### src/rtl/firstband_reconstructor.sv
// Decoder-side inverse of the first-band predictor. It adds each signed residual to the
// previous reconstructed sample, restarting at zero per block, and clamps to the sample range.
module firstband_reconstructor #(
  parameter int DATA_WIDTH     = 16,
  parameter int BLOCK_SIZE_LOG = 8
) (
  input  logic                  clk,
  input  logic                  rst,
  input  logic                  residual_valid,
  output logic                  residual_ready,
  input  logic [DATA_WIDTH:0]   residual_data,
  output logic                  x_valid,
  input  logic                  x_ready,
  output logic [DATA_WIDTH-1:0] x_data,
  output logic                  x_last,
  output logic                  range_error,
  output logic [0:0]            state
);

  localparam int CW = (BLOCK_SIZE_LOG > 0) ? BLOCK_SIZE_LOG : 1;
  localparam int SW = DATA_WIDTH + 2;

  localparam logic [0:0] FIRST = 1'b0;
  localparam logic [0:0] REST  = 1'b1;

  // Handshakes: a beat moves on a port when its valid and ready are both high at the
  // rising edge; valid never waits for ready, and a pending output is held until taken.

  logic [DATA_WIDTH-1:0] prev;
  logic [DATA_WIDTH-1:0] pred;
  logic [DATA_WIDTH-1:0] x_next;
  logic [CW-1:0]         count;
  logic signed [SW-1:0]  sum;
  logic                  accept;
  logic                  under;
  logic                  over;
  logic                  last_next;

  assign residual_ready = !x_valid || x_ready;
  assign accept         = residual_valid && residual_ready;

  always_comb begin
    pred = '0;
    if (state == REST) pred = prev;
    sum   = $signed({residual_data[DATA_WIDTH], residual_data}) + $signed({2'b00, pred});
    // Sum spans [-2^DW, 2^(DW+1)-2], so the top two bits tell under- from overflow.
    under = sum[SW-1];
    over  = !sum[SW-1] && sum[SW-2];
    if (under)     x_next = '0;
    else if (over) x_next = '1;
    else           x_next = sum[DATA_WIDTH-1:0];
    if (BLOCK_SIZE_LOG == 0) last_next = 1'b1;
    else                     last_next = (state == REST) && (count == {CW{1'b1}});
  end

  always_ff @(posedge clk) begin
    if (rst) begin
      x_valid     <= 1'b0;
      x_data      <= '0;
      x_last      <= 1'b0;
      range_error <= 1'b0;
      prev        <= '0;
      count       <= '0;
      state       <= FIRST;
    end else begin
      if (accept) begin
        x_valid <= 1'b1;
        x_data  <= x_next;
        x_last  <= last_next;
        prev    <= x_next;
        if (under || over) range_error <= 1'b1;
        if (BLOCK_SIZE_LOG == 0) begin
          state <= FIRST;
          count <= '0;
        end else if (state == FIRST) begin
          count <= CW'(1);
          state <= REST;
        end else begin
          count <= count + 1'b1;
          if (last_next) state <= FIRST;
        end
      end else if (x_ready) begin
        x_valid <= 1'b0;
      end
    end
  end

endmodule

### config.mk
export PLATFORM = sky130hd
export DESIGN_NAME = firstband_reconstructor
export DESIGN_NICKNAME = d
export VERILOG_FILES = /design/src/rtl/firstband_reconstructor.sv
export SDC_FILE = /design/constraint.sdc
export NUM_CORES = 1
export LEC_CHECK = 0
export ABC_AREA = 1
export BUFFER_PORTS_ARGS = -buffer_cell sky130_fd_sc_hd__buf_2
export CAP_MARGIN = 40
export CORE_UTILIZATION = 57
export CTS_CLUSTER_SIZE = 25
export DETAILED_ROUTE_END_ITERATION = 12
export PLACE_DENSITY = 0.88
export SLEW_MARGIN = 20
export SYNTH_ARGS = -nofsm -noshare
export SYNTH_HDL_FRONTEND = slang
export SYNTH_SLANG_ARGS = --single-unit
### constraint.sdc
create_clock -name clk -period 3.4 [get_ports clk]
set_clock_uncertainty 0.05 [all_clocks]
set_input_delay 0.34 -clock clk [delete_from_list [all_inputs] [get_ports clk]]
set_output_delay 0.34 -clock clk [all_outputs]
set_load 0.01 [all_outputs]
## Yosys cells after proc, flatten, opt, wreduce, memory -nomap -nowiden

Cells that the tools add are included.

| operators by class | value |
|---|---|
| add/sub/neg operators | 2 |
| multiply operators | 0 |
| divide/modulo/power cells | 0 |
| magnitude comparators | 0 |
| eq/ne operators | 1 |
| shift operators | 0 |
| muxes and demuxes | 8 |
| bitwise gates (word level) | 0 |
| reductions and logical operators | 9 |

Operators with widths:

| operator | count |
|---|---|
| $mux 16 | 3 |
| $add 17x17->18 | 1 |
| $add 8x1->8 const B | 1 |
| $eq 8x8->1 const B | 1 |
| $mux 8 | 1 |
| $mux 1 | 4 |
| $logic_and 1x1->1 | 3 |
| $logic_not 1->1 | 2 |
| $logic_or 1x1->1 | 2 |
| $reduce_and 2->1 | 1 |
| $reduce_bool 2->1 | 1 |

| storage, ports and cells | value |
|---|---|
| bits in registers | 28 |
| latch bits | 0 |
| bits in writable memories | 0 |
| ROM bits | 0 |
| bits of input ports | 21 |
| output and inout bits | 21 |
| logic and storage cells | 26 |
| memories | 0 |

## Logic depth before layout (Yosys ltp)

| logic depth | value |
|---|---|
| depth after elaboration | 6 |
| depth in mapped cells | 19 |
| mapped depth without buffers | 16 |

## Least setup slack after synthesis

No wires, ideal clock.

| path | value |
|---|---|
| path kind | register to register |
| start | register state |
| end | register prev[10] |
| setup time | 138 ps |
| arrival | 2378 ps |
| data required time | 3212 ps |
| path slack | 835 ps |
| cell stages (with the launch flop) | 20 |
| path buffers | 3 |
| clock period less this slack | 2565 ps |
| path through | dfxtp_1 > clkbuf_1 > clkbuf_1 > nand2_1 > inv_1 > ha_1 > fa_1 > nand2_1 > nand2_1 > nand3_1 > nand2_2 > nand2_1 > nand2_1 > nand2_1 > nand2_2 > nand2_4 > buf_12 > nand2_4 > nand2_2 > a21oi_2 |

| on the way | value |
|---|---|
| cells in the longest elaborated chain, start to end | 6 |

RTL lines:

| item | line | text |
|---|---|---|
| start: declaration | 17 | `output logic [0:0] state` |
| start signal: assignment | 64 | `state <= FIRST;` |
| start signal: assignment | 73 | `state <= FIRST;` |
| start signal: assignment | 77 | `state <= REST;` |
| $mux 16 (*) | 44 | `if (state == REST) pred = prev;` |
| $add 17x17->18 (*) | 45 | `sum = $signed({residual_data[DATA_WIDTH], residual_data}) + $signed({2'b00, pred});` |
| $logic_not 1->1 | 48 | `over = !sum[SW-1] && sum[SW-2];` |
| $logic_and 1x1->1 | 48 |  |
| $mux 16 | 50 | `else if (over) x_next = '1;` |
| $mux 16 (*) | 49 | `if (under) x_next = '0;` |
| end signal: assignment | 70 | `prev <= x_next;` |
| end: declaration | 29 | `logic [DATA_WIDTH-1:0] prev;` |

Every way passes the cells marked *; elsewhere a longest branch is shown, timed or not.
A chain may end at the register's enable or synchronous reset.

## Worst setup path in the final report

| path | value |
|---|---|
| start | register state |
| end | register prev[9] |

The elaborated chain is that of the path after synthesis.

==> out/results.md <==
## Clock tree
* number of buffers added to fix hold violations after cts: 0
* clock tree from TritonCTS: built
* Num Clock Sinks: 28
* clock latency reported for the late side of the worst-skew pair: 0.28 ns
* CTS clock-pin slew for the worst setup and hold paths: 0.10 ns
* cell chosen for the clock root: sky130_fd_sc_hd__clkbuf_8
* maximum count of clock buffers along a single path: 2
* clock buffer count from CTS: 3
* H-tree levels: 1
* number of buffers inserted to repair setup after CTS: 0
* quantity of gates resized following cts: 0

## STA
* final critical delay including setup and external delays: 2.850 ns
* unrepaired setup endpoints after global routing: false
* tightest slew margin relative to the limit: 49.35%
* count of pins over their slew limit: 0
* final total negative setup slack: 0 ns
* transition time at the pin with the least slew margin: 0.7579 ns
* Hold Fails Final Rpt: 0
* Max Fclk: 350.9 MHz
* final-report setup violation count: 0
* period utilisation layout: 83.82%

## Global route
* pin count of the biggest net entering global routing: 24
* initial antenna violation count: 0
* Total GRT Usage: 27.39%
* remaining global-route overflow: 0
* wire length of the first global-routing pass: 9646 microns
* number of global-route vias before repair: 2185

## Final layout
* fin nets: 453
* Ant. Diodes: 0
* number of non-filler instances in the completed layout: 463
* area grow syn2layout: 10.81%
* combined flip-flop and latch cell area: 560.5 sq um
* final core utilization: 67.15%
* area of combinational cells with multiple inputs: 1637 sq um
* fill cell count: 370
* fraction of layout instances using a drive strength above 1: 24.21%

## Setup path
* Worst EP arrival: 2.94 ns
* critical path class: flip-flop to flip-flop
* Critical Path Fanout Max: 21
* worst path required time: 3.49 ns
* kind of capture point of the worst setup path: flip-flop
* Critical Path Start Type: flip-flop

## Drt
* detailed router's first-iteration violation count: 112
* Avg Vias per Cell: 5.253
* number of search-and-repair iterations in the first detailed-routing pass: 4
* DR vias: 2432
* Antenna Nets Post-Route: 0
* final WL: 5932 microns
* post-detailed-route wirelength per cell: 12.81 microns
* number of remaining DRC errors: 0

## Floorplan
* standard-cell row count: 23
* number of ports placed on the die boundary: 42
* Chip Height: 67.91 microns
* DIE WIDTH: 67.91 microns
* floorplan core area: 4086 sq um
* starting density of the core: 60.59%
* DIE AREA: 4612 sq um

## Logic synthesis
* post-synthesis register bit count: 28
* ys async rst share: 0%
* most common flop cell mapped by yosys: sky130_fd_sc_hd__dfxtp_1
* Syn Nets: 415
* Yosys warnings: 0
* most repeated cell in the gate-level netlist after synthesis: sky130_fd_sc_hd__nand2_1
* library cells used by synthesis: 35
* most area-consuming cells after synthesis: sky130_fd_sc_hd__dfxtp_1 (23%), sky130_fd_sc_hd__nand2_1 (18%), sky130_fd_sc_hd__ha_1 (8.6%)
* share of synthesized area occupied by flip-flops and latches: 22.64%
* Yosys top cell area share: 22.64%
* area leader, netlist: sky130_fd_sc_hd__dfxtp_1
* number of enable flip-flop cells after synthesis: 0
* mean instance size in the synthesized netlist: 6.585 sq um
* most numerous cell types in the synthesized netlist: sky130_fd_sc_hd__nand2_1 (120), sky130_fd_sc_hd__inv_1 (47), sky130_fd_sc_hd__dfxtp_1 (28), sky130_fd_sc_hd__nor2_1 (28), sky130_fd_sc_hd__nand2_2 (18)
* Cell Area, Synth: 2476 sq um
* synthesized instance count: 376

## Power
* Peak supply drop: 0.0002414 V
* Pwr Density: 305.4 nW/um^2
* static leakage: 1.487 nW

## Placed design
* routability congestion estimate from global placement: 0.9755
* count of input and output buffers: 41
* dpl cells: 459
* half-perimeter wire length of the detailed placement result: 4748 microns

## Hold path
* path category of the worst min-delay check: primary input to flip-flop

## Status
* outcome: complete, no violations

## Job
* number of max-capacitance violations reported: 0

-- per-stage QoR --
stage | power [W] | instance area, sq um | hold WS (ns) | setup WS (ns)
final | 0.0008380 | 2744 | 0.3258 | 0.5500
after global routing | 0.0008769 | 2744 | 0.3328 | 0.2878
after CTS | 0.0008406 | 2744 | 0.3223 | 0.5992
after detailed placement | 0.0005831 | 2673 | 0.4220 | 0.6251
after global placement | 0.0005783 | 2673 | 0.4010 | 0.7140
after floorplan | 0.0005324 | 2476 | 0.3661 | 0.8349
-- cell type report --
cell class	instances	share of cell area (%)
multi-input cells	286	59.64
flip-flops and latches	28	20.43
inverters	54	7.570
repair buffers	41	7.478
well taps	50	2.280
clock buffers	3	1.505
clock inverters	1	1.094
-- worst paths after layout --
path                                          startpoint                  endpoint  slack (ns)  cells after the start
worst max-delay path                  state$_SDFFE_PP0P_      prev[9]$_SDFFE_PP0P_        0.55                     11
worst max register to register        state$_SDFFE_PP0P_      prev[9]$_SDFFE_PP0P_        0.55                     11
worst min-delay path                             x_ready      x_valid$_SDFFE_PP0P_        0.33                      4
worst min register to register  range_error$_SDFFE_PP0P_  range_error$_SDFFE_PP0P_        0.43                      2
-- power breakdown --
group / switching [W] / internal, W / total, W
Sequential: 0.0000174 / 0.000344 / 0.000362
Combinational: 0.000136 / 0.0000804 / 0.000217
Clock: 0.000102 / 0.000158 / 0.000260
Total: 0.000256 / 0.000582 / 0.000838
-- worst max-delay path, stage by stage, from the launching register on --
cell                      delay (ns)
sky130_fd_sc_hd__dfxtp_1        0.79
sky130_fd_sc_hd__nand2_1        0.12
sky130_fd_sc_hd__inv_1          0.10
sky130_fd_sc_hd__ha_1           0.28
sky130_fd_sc_hd__a21oi_1        0.19
sky130_fd_sc_hd__nor2_1         0.06
sky130_fd_sc_hd__nor3_1         0.42
sky130_fd_sc_hd__nand3_4        0.16
sky130_fd_sc_hd__nand2_4        0.30
sky130_fd_sc_hd__nand2_1        0.11
sky130_fd_sc_hd__nand2_1        0.08
sky130_fd_sc_hd__a21oi_1        0.06
-- cell families after synthesis --
logic type      Yosys count  synth area share [%]
compound gates           42                 11.12
xor+xnor                  8                 2.830
fa+ha+maj                18                 9.399
buf+inv                  62                 11.27
flops                    28                 22.64
simple gates            218                 42.75
-- cell usage in the layout, fill, tap and decap left out, types with 5 or more instances in the layout --
cell / netlist / final
sky130_fd_sc_hd__a21oi_1: 17 / 17
sky130_fd_sc_hd__a21oi_2: 15 / 15
sky130_fd_sc_hd__buf_2: 1 / 41
sky130_fd_sc_hd__dfxtp_1: 28 / 28
sky130_fd_sc_hd__ha_1: 17 / 17
sky130_fd_sc_hd__inv_1: 47 / 47
sky130_fd_sc_hd__inv_2: 5 / 5
sky130_fd_sc_hd__nand2_1: 120 / 120
sky130_fd_sc_hd__nand2_2: 18 / 18
sky130_fd_sc_hd__nand2_4: 12 / 12
sky130_fd_sc_hd__nand3_1: 14 / 14
sky130_fd_sc_hd__nor2_1: 28 / 28
sky130_fd_sc_hd__nor3_1: 10 / 10
sky130_fd_sc_hd__o21ai_0: 5 / 5
sky130_fd_sc_hd__xnor2_1: 7 / 7
-- routing by layer --
layer	global-route usage, %	vias to the layer above	routed length (microns)
met1	34.51	1094	2592
met2	48.76	70	2924
met3	4.000	12	320
li1	-	1256	-
met5	0	-	0
met4	6.250	0	95
-- state kept, by name (all words and copies together), names as in the netlist --
register	count
range_error	1
x_last	1
count	8
state	1
prev	16
x_valid	1
No activity file was read; power rests on OpenSTA's default activity.
